$ cat src/rtl/brq_rf_pkg.sv
// Shared defaults and types for the register-file writeback scheduler.
package brq_rf_pkg;

  localparam int DefDataWidth    = 32;
  localparam int DefAddrRegWidth = 5;
  localparam int DefNregs        = 2 ** DefAddrRegWidth;
  localparam int DefNumReq       = 3;

  typedef enum logic [1:0] {
    WB_ALU = 2'd0,
    WB_LSU = 2'd1,
    WB_MDU = 2'd2
  } wb_src_e;

  typedef struct packed {
    logic [DefAddrRegWidth-1:0] rd;
    logic [DefDataWidth-1:0]    data;
  } wb_req_t;

endpackage

$ cat src/rtl/rr_arbiter.sv
// Round-robin arbiter: zero-latency grant, search starts one past the last winner.
module rr_arbiter #(
  parameter  int N    = 3,
  localparam int IdxW = (N > 1) ? $clog2(N) : 1
) (
  input  logic            clk,
  input  logic            rst,
  input  logic [N-1:0]    req,
  input  logic            advance,
  output logic [N-1:0]    gnt,
  output logic [IdxW-1:0] gnt_idx
);

  logic [IdxW-1:0] rr_ptr_q, rr_ptr_d;

  always_comb begin
    int idx;
    logic [IdxW-1:0] cand;
    idx     = 0;
    cand    = '0;
    gnt     = '0;
    gnt_idx = '0;
    if (!rst) begin
      for (int k = 1; k <= N; k++) begin
        idx = int'(rr_ptr_q) + k;
        if (idx >= N) idx = idx - N;
        cand = IdxW'(idx);
        if (gnt == '0 && req[cand]) begin
          gnt[cand] = 1'b1;
          gnt_idx   = cand;
        end
      end
    end
  end

  always_comb begin
    rr_ptr_d = rr_ptr_q;
    if (advance && (|gnt)) rr_ptr_d = gnt_idx;
  end

  // Pointer parks on the last index so requester 0 is first after reset.
  always_ff @(posedge clk) begin
    if (rst) rr_ptr_q <= IdxW'(N - 1);
    else     rr_ptr_q <= rr_ptr_d;
  end

endmodule

$ cat src/rtl/rf_wb_scheduler.sv
// Shares the RegFile write port among writeback units and tracks per-register
// busy bits so issue can stall on RAW/WAW hazards.
module rf_wb_scheduler
  import brq_rf_pkg::*;
#(
  parameter  int DataWidth    = DefDataWidth,
  parameter  int AddrRegWidth = DefAddrRegWidth,
  parameter  int NumReq       = DefNumReq,
  localparam int NREGS        = 2 ** AddrRegWidth,
  localparam int IdxW         = (NumReq > 1) ? $clog2(NumReq) : 1
) (
  input  logic                           brq_clk,
  input  logic                           brq_rst,
  input  logic [NumReq-1:0]              req_valid,
  input  logic [NumReq*AddrRegWidth-1:0] req_rd,
  input  logic [NumReq*DataWidth-1:0]    req_data,
  output logic [NumReq-1:0]              req_ready,
  input  logic                           issue_en,
  input  logic [AddrRegWidth-1:0]        issue_rd,
  input  logic [AddrRegWidth-1:0]        issue_rs1,
  input  logic [AddrRegWidth-1:0]        issue_rs2,
  output logic                           issue_stall,
  output logic                           writeEn,
  output logic [AddrRegWidth-1:0]        writeDataSel,
  output logic [DataWidth-1:0]           writeData,
  output logic [NREGS-1:0]               busy_vec
);

  typedef struct packed {
    logic [AddrRegWidth-1:0] rd;
    logic [DataWidth-1:0]    data;
  } req_t;

  req_t            reqs [NumReq];
  req_t            sel;
  logic [IdxW-1:0] gnt_idx;
  logic            grant;
  logic [NREGS-1:0] busy_q, busy_d;

  for (genvar g = 0; g < NumReq; g++) begin : g_unpack
    assign reqs[g] = {req_rd[g*AddrRegWidth +: AddrRegWidth], req_data[g*DataWidth +: DataWidth]};
  end

  rr_arbiter #(.N(NumReq)) u_arb (
    .clk     (brq_clk),
    .rst     (brq_rst),
    .req     (req_valid),
    .advance (1'b1),
    .gnt     (req_ready),
    .gnt_idx (gnt_idx)
  );

  // A granted write to x0 still completes the handshake but never reaches RegFile.
  always_comb begin
    grant        = |req_ready;
    sel          = reqs[gnt_idx];
    writeEn      = grant && (sel.rd != '0);
    writeDataSel = grant ? sel.rd : '0;
    writeData    = grant ? sel.data : '0;
  end

  assign issue_stall = issue_en & (busy_q[issue_rs1] | busy_q[issue_rs2] | busy_q[issue_rd]);
  assign busy_vec    = busy_q;

  always_comb begin
    busy_d = busy_q;
    busy_d[0] = 1'b0;
    for (int r = 1; r < NREGS; r++) begin
      busy_d[r] = (issue_en && !issue_stall && issue_rd == AddrRegWidth'(r)) ||
                  (busy_q[r] && !(writeEn && writeDataSel == AddrRegWidth'(r)));
    end
  end

  always_ff @(posedge brq_clk) begin
    if (brq_rst) busy_q <= '0;
    else         busy_q <= busy_d;
  end

  for (genvar i = 0; i < NumReq; i++) begin : g_hold
    a_req_stable: assert property (@(posedge brq_clk) disable iff (brq_rst)
      (!brq_rst && req_valid[i] && !req_ready[i]) |=>
        (req_valid[i] && $stable(req_rd[i*AddrRegWidth +: AddrRegWidth]) &&
         $stable(req_data[i*DataWidth +: DataWidth])));
  end

  // Writeback to a register nobody reserved: legal, but worth seeing in coverage.
  c_wb_unowned: cover property (@(posedge brq_clk) disable iff (brq_rst)
    writeEn && !busy_q[writeDataSel]);

endmodule

$ cat config.mk
export PLATFORM = sky130hd
export DESIGN_NAME = rf_wb_scheduler
export DESIGN_NICKNAME = d
export VERILOG_FILES = /design/src/rtl/brq_rf_pkg.sv /design/src/rtl/rr_arbiter.sv /design/src/rtl/rf_wb_scheduler.sv
export SDC_FILE = /design/constraint.sdc
export NUM_CORES = 1
export LEC_CHECK = 0
export ABC_AREA = 1
export BUFFER_PORTS_ARGS = -buffer_cell sky130_fd_sc_hd__buf_4
export CORE_ASPECT_RATIO = 0.9
export CORE_MARGIN = 2
export CORE_UTILIZATION = 52
export CTS_BUF_LIST = sky130_fd_sc_hd__clkbuf_4
export DETAILED_ROUTE_END_ITERATION = 10
export PLACE_DENSITY = 0.95
export SKIP_LAST_GASP = 1
export SYNTH_ARGS = -nofsm -noshare
export SYNTH_HDL_FRONTEND = slang
export SYNTH_HIERARCHICAL = 1
export SYNTH_SLANG_ARGS = --single-unit
$ cat constraint.sdc
create_clock -name brq_clk -period 9.8 [get_ports brq_clk]
set_clock_uncertainty 0.1 [all_clocks]
set_input_delay 0.98 -clock brq_clk [delete_from_list [all_inputs] [get_ports brq_clk]]
set_output_delay 0.98 -clock brq_clk [all_outputs]
set_load 0.01 [all_outputs]
==> results of run 1 <==
==> metal layers <==
metal	global-route usage [%]	part of all wire, %	vias to the layer above
met4	17.9	5.3	0
met2	57.2	45	425
met5	0	0	-
met1	44.4	37	2555
li1	-	-	2832
met3	8.70	13	75
==> worst reg2reg max path: cells and delay by family, from the launching register on <==
family / cells / cell delay (ns)
adder cells (fa/ha/maj): 1 / 0.43
AO/OA/AOI/OAI: 4 / 0.72
buffers and inverters: 6 / 1.10
flip-flops: 1 / 0.43
AND/OR/NAND/NOR: 8 / 1.80
==> cell usage after synthesis, types with 2 or more instances <==
master	count
nand2_1	199
nor2_1	114
a21oi_1	66
inv_1	66
nand3_1	58
o21ai_0	54
dfxtp_1	33
nand4_1	32
o21ai_1	23
clkbuf_1	21
nor3_1	17
buf_2	11
o211ai_1	9
buf_6	8
buf_4	6
ha_1	6
inv_2	6
nand2_2	6
nor2_4	4
o31ai_1	4
nand3_2	3
clkinv_1	2
conb_1	2
nor2_2	2
==> power by group through the flow <==
stage	Clock, mW	Combinational [mW]	Sequential, mW
floorplan	0	0.643	0.143
global placement	0	1.05	0.144
detailed placement	0	1.06	0.144
CTS	0.0772	1.07	0.141
global route	0.0830	1.17	0.142
finish	0.0773	1.08	0.141
==> area by class of cell <==
class / count / area [um^2] / area share [%]
sequential: 33 / 661 / 11.9
timing repair buffer: 208 / 1560 / 28.2
inverter: 75 / 283 / 5.11
clock buffer: 6 / 45.0 / 0.814
clock inverter: 2 / 10.0 / 0.181
multi-input combinational: 607 / 2860 / 51.6
tap: 96 / 120 / 2.17
==> sequential cells by signal (all words and copies together), names as in the netlist <==
name / count
busy_vec: 31
u_arb/rr_ptr_q: 2
==> cells by family (layout without fill, tap and decap cells) <==
group | after synthesis | in the layout | share of synthesized area, %
AOI/OAI and AO/OA | 160 | 160 | 20.8
adders and majority gates | 6 | 6 | 1.85
buffers and inverters | 122 | 291 | 13.9
DFF | 33 | 33 | 16.3
other | 2 | 3 | 0.185
and+or+nand+nor | 438 | 438 | 46.9
==> final timing paths <==
kind	start	to	cells after the start
worst max-delay path	u_arb/rr_ptr_q[0]$_SDFFE_PP0P_	writeEn	19
worst min register to register	u_arb/rr_ptr_q[1]$_SDFFE_PP1P_	u_arb/rr_ptr_q[1]$_SDFFE_PP1P_	2
worst min-delay path	u_arb/rr_ptr_q[1]$_SDFFE_PP1P_	u_arb/rr_ptr_q[1]$_SDFFE_PP1P_	2
worst max register to register	u_arb/rr_ptr_q[0]$_SDFFE_PP0P_	busy_vec[18]$_SDFF_PP0_	19
==> results.md, run 1 <==
* Status: completed
* Final period utilization at 59.4%
* Crit. End Element: output pin
* # H-tree levels at 2
* PD cells at 234 nW/um^2
* Hold_ws at 0.425 ns
* Max_slew headroom at 53.1%
* Top-area cell type share of the netlist area at 18.4%
* Bufs and invs on worst path at 7
* Synth area leaders: nand2_1 18%, dfxtp_1 16%, nor2_1 11%
* Arr. time, crit path at 4.74 ns
* Overall Power at 1.30 mW
* Residual DRC count at 0
* Die ar. at 8530 um^2
* Filler cells at 682
* Via count at 5887
* IR drop worst, VDD at 0.000219 V
* Most common cell after layout, fill and taps aside: buf_4
* Ys flop type: dfxtp_1
* Vias per cell at 5.73
* Clock Pin Slew Worst Setup and Hold Paths at 0.10 ns
* Final Hold Viols at 0
* Maxcap violations at 0
* Setup slack at placement at 4.42 ns
* Sw Share at 55.8%
* Core area at 7540 um^2
* Remaining antenna violation count after routing at 0
* Final core occ at 73.4%
* Sequential cell area fraction in the yosys report at 16.3%
* Crit path cell chain: inv_1 -> ha_1 -> inv_2 -> nand3_1 -> nand4_1 -> nand2_1 -> nor2_4 -> nand2_1 -> o21ai_1 -> inv_1 -> nor2_2 -> buf_4 -> inv_1 -> nor2_2 -> a22oi_1 -> nor2_2 -> inv_2 -> nand3_1 -> buf_4
* Average wire per standard cell at 15.7 um
* Unrepaired setup endpoints after global routing: no
* Psw at 0.724 mW
* Setup TNS at 0 ns
* Site row count at 30
* First DRT Iteration DRCs at 743
* Layout area overhead at 36.3%
* Vias in the first global route at 5194
* Postcts setup bufs at 0
* Buffers on Ports at 204
* Ports at 206
* Cell Area, Placed at 5480 um^2
* Final Net Count at 1068
* Tmin final at 5.82 ns
* Clk pwr share at 6.0%
* Req. time, crit path at 8.72 ns
* Largest net degree at the start of global routing at 41
* WL final at 16100 um
* Clk Latency, worst-skew pair at 0.33 ns
* Placed instance count at 1019
* Final instance area at 5540 um^2
* Syn avg cell area at 5.34 um^2
* Layout Cells excl Fill at 1027
* Die Span X at 97.1 um
* Final GP Congestion at 1.07
* Final worst setup slack at 3.98 ns
* CTS tree: done
* Worst Path Max Fanout at 38
* Yosys top cell by area: nand2_1
* Tightest Pin Transition at 0.703 ns
* # setup viols final at 0
* CTS Buf Count at 5
* Int Pwr at 0.573 mW
* Synthesis warning total at 6
* FMAX at 172 MHz
* Root Driver: clkbuf_4
* CTS Sinks at 33
* Startpoint types: flop
* Total Routing Usage GR at 35.4%
* CTS-repair resized insts at 0
* Critical path class: reg2out
* Number of hold buffers added after CTS at 0
* Total grt overflow at 0
* #FFs+latches synth at 33
* Antenna violations before repair at 0
* Async SR Flop Fraction at 0%
* Crit-path leading delay family: simple AND/OR/NAND/NOR gates
* Number of diodes at 0
* Hold Path Class: reg2reg
* Hpwl dp at 12600 um
* DR pass1 iterations at 7
* Gate power share at 83.1%
* Flop pwr share at 10.9%
* Cells after Synth at 761
* Crit-path max cell delay at 0.57 ns
* Slowest-stage cell, CP: nor2_2
* R2R setup slack at 5.12 ns
* Share of cells above drive strength 1 at 26.0%
* P_leak at 2.69 nW
* EDFF count, synth at 0
* Clock buffer depth at 2
* First-pass GRT wire length at 24700 um
* Most frequent cells in the layout: 208 x buf_4, 199 x nand2_1, 113 x nor2_1, 66 x inv_1, 66 x a21oi_1
* Die span in y at 87.8 um
* Initial core utilization at 53.8%
* Mapped Area at 4060 um^2
* Synth cell types at 33
* Final max-slew violation count at 0
No activity file was read; power rests on OpenSTA's default activity.
==> run 2, diff against run 1 <==
--- a/config.mk
+++ b/config.mk
@@ -9,10 +9,10 @@
 export BUFFER_PORTS_ARGS = -buffer_cell sky130_fd_sc_hd__buf_4
 export CORE_ASPECT_RATIO = 0.9
 export CORE_MARGIN = 2
-export CORE_UTILIZATION = 52
+export CORE_UTILIZATION = 43
 export CTS_BUF_LIST = sky130_fd_sc_hd__clkbuf_4
 export DETAILED_ROUTE_END_ITERATION = 10
-export PLACE_DENSITY = 0.95
+export PLACE_DENSITY = 0.91
 export SKIP_LAST_GASP = 1
 export SYNTH_ARGS = -nofsm -noshare
 export SYNTH_HDL_FRONTEND = slang
==> constraint.sdc (replaced) <==
create_clock -name brq_clk -period 4.8 [get_ports brq_clk]
set_clock_uncertainty 0.1 [all_clocks]
set_input_delay 0.48 -clock brq_clk [delete_from_list [all_inputs] [get_ports brq_clk]]
set_output_delay 0.48 -clock brq_clk [all_outputs]
set_load 0.01 [all_outputs]
==> run 2 against run 1 <==
  * Global-route usage shrank 4.4 points
  * Core utilization shrank 12 points
  * Critical path depth shrank 1
==> results.md, run 2 (synthesized netlist as in run 1, its figures left out) <==
* First DRT Iteration DRCs at 886 (+19%)
* Root Driver: clkbuf_4
* Site row count at 33 (+10%)
* Antenna violations before repair at 0 (unchanged)
* CTS Sinks at 33 (unchanged)
* IR drop worst, VDD at 0.000441 V (+100%)
* Largest register FFs at 31 (unchanged)
* Clock buffer depth at 2 (unchanged)
* Cell Area, Placed at 5550 um^2 (+1.3%)
* CTS tree: done
* Filler cells at 907 (+33%)
* Tmin final at 4.43 ns
* Final period utilization at 92.4%
* Slowest-stage cell, CP: ha_1
* Ports at 206 (unchanged)
* Remaining antenna violation count after routing at 0 (unchanged)
* Die ar. at 10200 um^2 (+20%)
* P_leak at 2.73 nW (+1.6%)
* Startpoint types: flop
* Share of cells above drive strength 1 at 26.4% (+0.45 points)
* Placed instance count at 1050 (+3.0%)
* Final worst setup slack at 0.366 ns (-3.61 ns)
* Core area at 9170 um^2 (+21%)
* Setup TNS at 0 ns (unchanged)
* Worst Path Max Fanout at 19 (-50%)
* Hold_ws at 0.426 ns (+0.000630 ns)
* Status: completed
* Residual DRC count at 0 (unchanged)
* Crit. End Element: output pin
* Unrepaired setup endpoints after global routing: no
* DR pass1 iterations at 6 (-1)
* Clk Latency, worst-skew pair at 0.35 ns (+0.02 ns)
* Final Hold Viols at 0 (unchanged)
* FMAX at 226 MHz
* # H-tree levels at 2 (unchanged)
* Worst hold stages at 2 (unchanged)
* First-pass GRT wire length at 25400 um (+2.8%)
* Hold Path Class: reg2reg
* R2R cell count at 18 (-1)
* Setup slack at placement at 0.568 ns (-3.85 ns)
* Final Net Count at 1075 (+0.66%)
* Maxcap violations at 0 (unchanged)
* Die span in y at 96.2 um (+9.5%)
* Vias in the first global route at 5198 (+0.077%)
* Most frequent cells in the layout: 215 x buf_4, 199 x nand2_1, 113 x nor2_1, 66 x inv_1, 66 x a21oi_1
* WL final at 16500 um (+2.6%)
* Layout Cells excl Fill at 1060 (+3.2%)
* Max_slew headroom at 54.8% (+1.7 points)
* Crit-path max cell delay at 0.43 ns (-0.14 ns)
* # setup viols final at 0 (unchanged)
* Average wire per standard cell at 15.6 um (-0.57%)
* Clock Pin Slew Worst Setup and Hold Paths at 0.10 ns (about the same)
* Final instance area at 5650 um^2 (+2.1%)
* Initial core utilization at 44.3% (-9.5 points)
* Crit path cell chain: inv_1 -> ha_1 -> inv_2 -> nand3_1 -> nand4_1 -> nand2_1 -> nor2_4 -> nand2_1 -> o21ai_1 -> inv_1 -> nor2_2 -> buf_4 -> o31ai_1 -> nand2_1 -> inv_1 -> nor2_1 -> nand3_1 -> buf_4
* Final core occ at 61.6% (-12 points)
* Tightest Pin Transition at 0.676 ns (-0.0267 ns)
* Largest net degree at the start of global routing at 34 (-17%)
* Hpwl dp at 12900 um (+2.2%)
* Arr. time, crit path at 3.85 ns (-0.89 ns)
* Die Span X at 106 um (+9.6%)
* Layout area overhead at 39.1%
* Total grt overflow at 0 (unchanged)
* Vias per cell at 5.55 (-3.2%)
* Buffers on Ports at 204 (unchanged)
* Final max-slew violation count at 0 (unchanged)
* Number of diodes at 0 (unchanged)
* CTS Buf Count at 5 (unchanged)
* Critical path class: reg2out
* Most common cell after layout, fill and taps aside: buf_4
* Via count at 5884 (-0.051%)
* Final GP Congestion at 0.983 (-8.5%)
* Total Routing Usage GR at 31.0% (-4.4 points)
* Overall Power at 2.76 mW (+110%)
* Req. time, crit path at 4.22 ns (-4.50 ns)
* PD cells at 489 nW/um^2 (+110%)
run 2: area by class of cell:
| type | count | area [um^2] | area share, % |
|---|---|---|---|
| flip-flops and latches | 33 | 661 | 11.7 |
| inverters | 75 | 283 | 5.01 |
| repair buffers | 215 | 1610 | 28.6 |
| well taps | 122 | 153 | 2.70 |
| multi-input cells | 607 | 2860 | 50.6 |
| clock buffers | 6 | 45.0 | 0.797 |
| clock inverters | 2 | 33.8 | 0.598 |
run 2: timing repair:
action | in CTS | in global routing
setup endpoints to repair | 0 | 2
hold buffers | 0 | 0
setup buffers | 0 | 2
gates resized for setup | 0 | 1
run 2: per-layer routing:
| metal | global-route usage, % | part of all wire [%] | vias to the layer above |
|---|---|---|---|
| li1 | - | - | 2852 |
| met1 | 37.2 | 37 | 2578 |
| met2 | 53.2 | 47 | 397 |
| met3 | 6.91 | 11 | 57 |
| met4 | 14.4 | 4.4 | 0 |
| met5 | 0 | 0 | - |
run 2: critical path: cells and delay by family, from the launching register on:
kind / cells / cell delay (ns)
buffers and inverters: 6 / 0.84
adders and majority gates: 1 / 0.43
DFF: 1 / 0.42
and+or+nand+nor: 9 / 1.45
AOI/OAI and AO/OA: 2 / 0.36
run 2: path summary, 6_finish.rpt:
kind	slack, ns	from	end
max	0.37	u_arb/rr_ptr_q[0]$_SDFFE_PP0P_	writeEn
min	0.43	busy_vec[14]$_SDFF_PP0_	busy_vec[14]$_SDFF_PP0_
max reg2reg	0.79	u_arb/rr_ptr_q[0]$_SDFFE_PP0P_	busy_vec[18]$_SDFF_PP0_
min reg2reg	0.43	busy_vec[14]$_SDFF_PP0_	busy_vec[14]$_SDFF_PP0_
run 2: report_power, final:
| part | leakage [nW] | switching (mW) | internal (mW) | total, mW |
|---|---|---|---|---|
| logic | 2.43 | 1.38 | 0.877 | 2.26 |
| clock network | 0.0433 | 0.0991 | 0.114 | 0.213 |
| registers | 0.266 | 0.00839 | 0.280 | 0.289 |
| total | 2.73 | 1.49 | 1.27 | 2.76 |
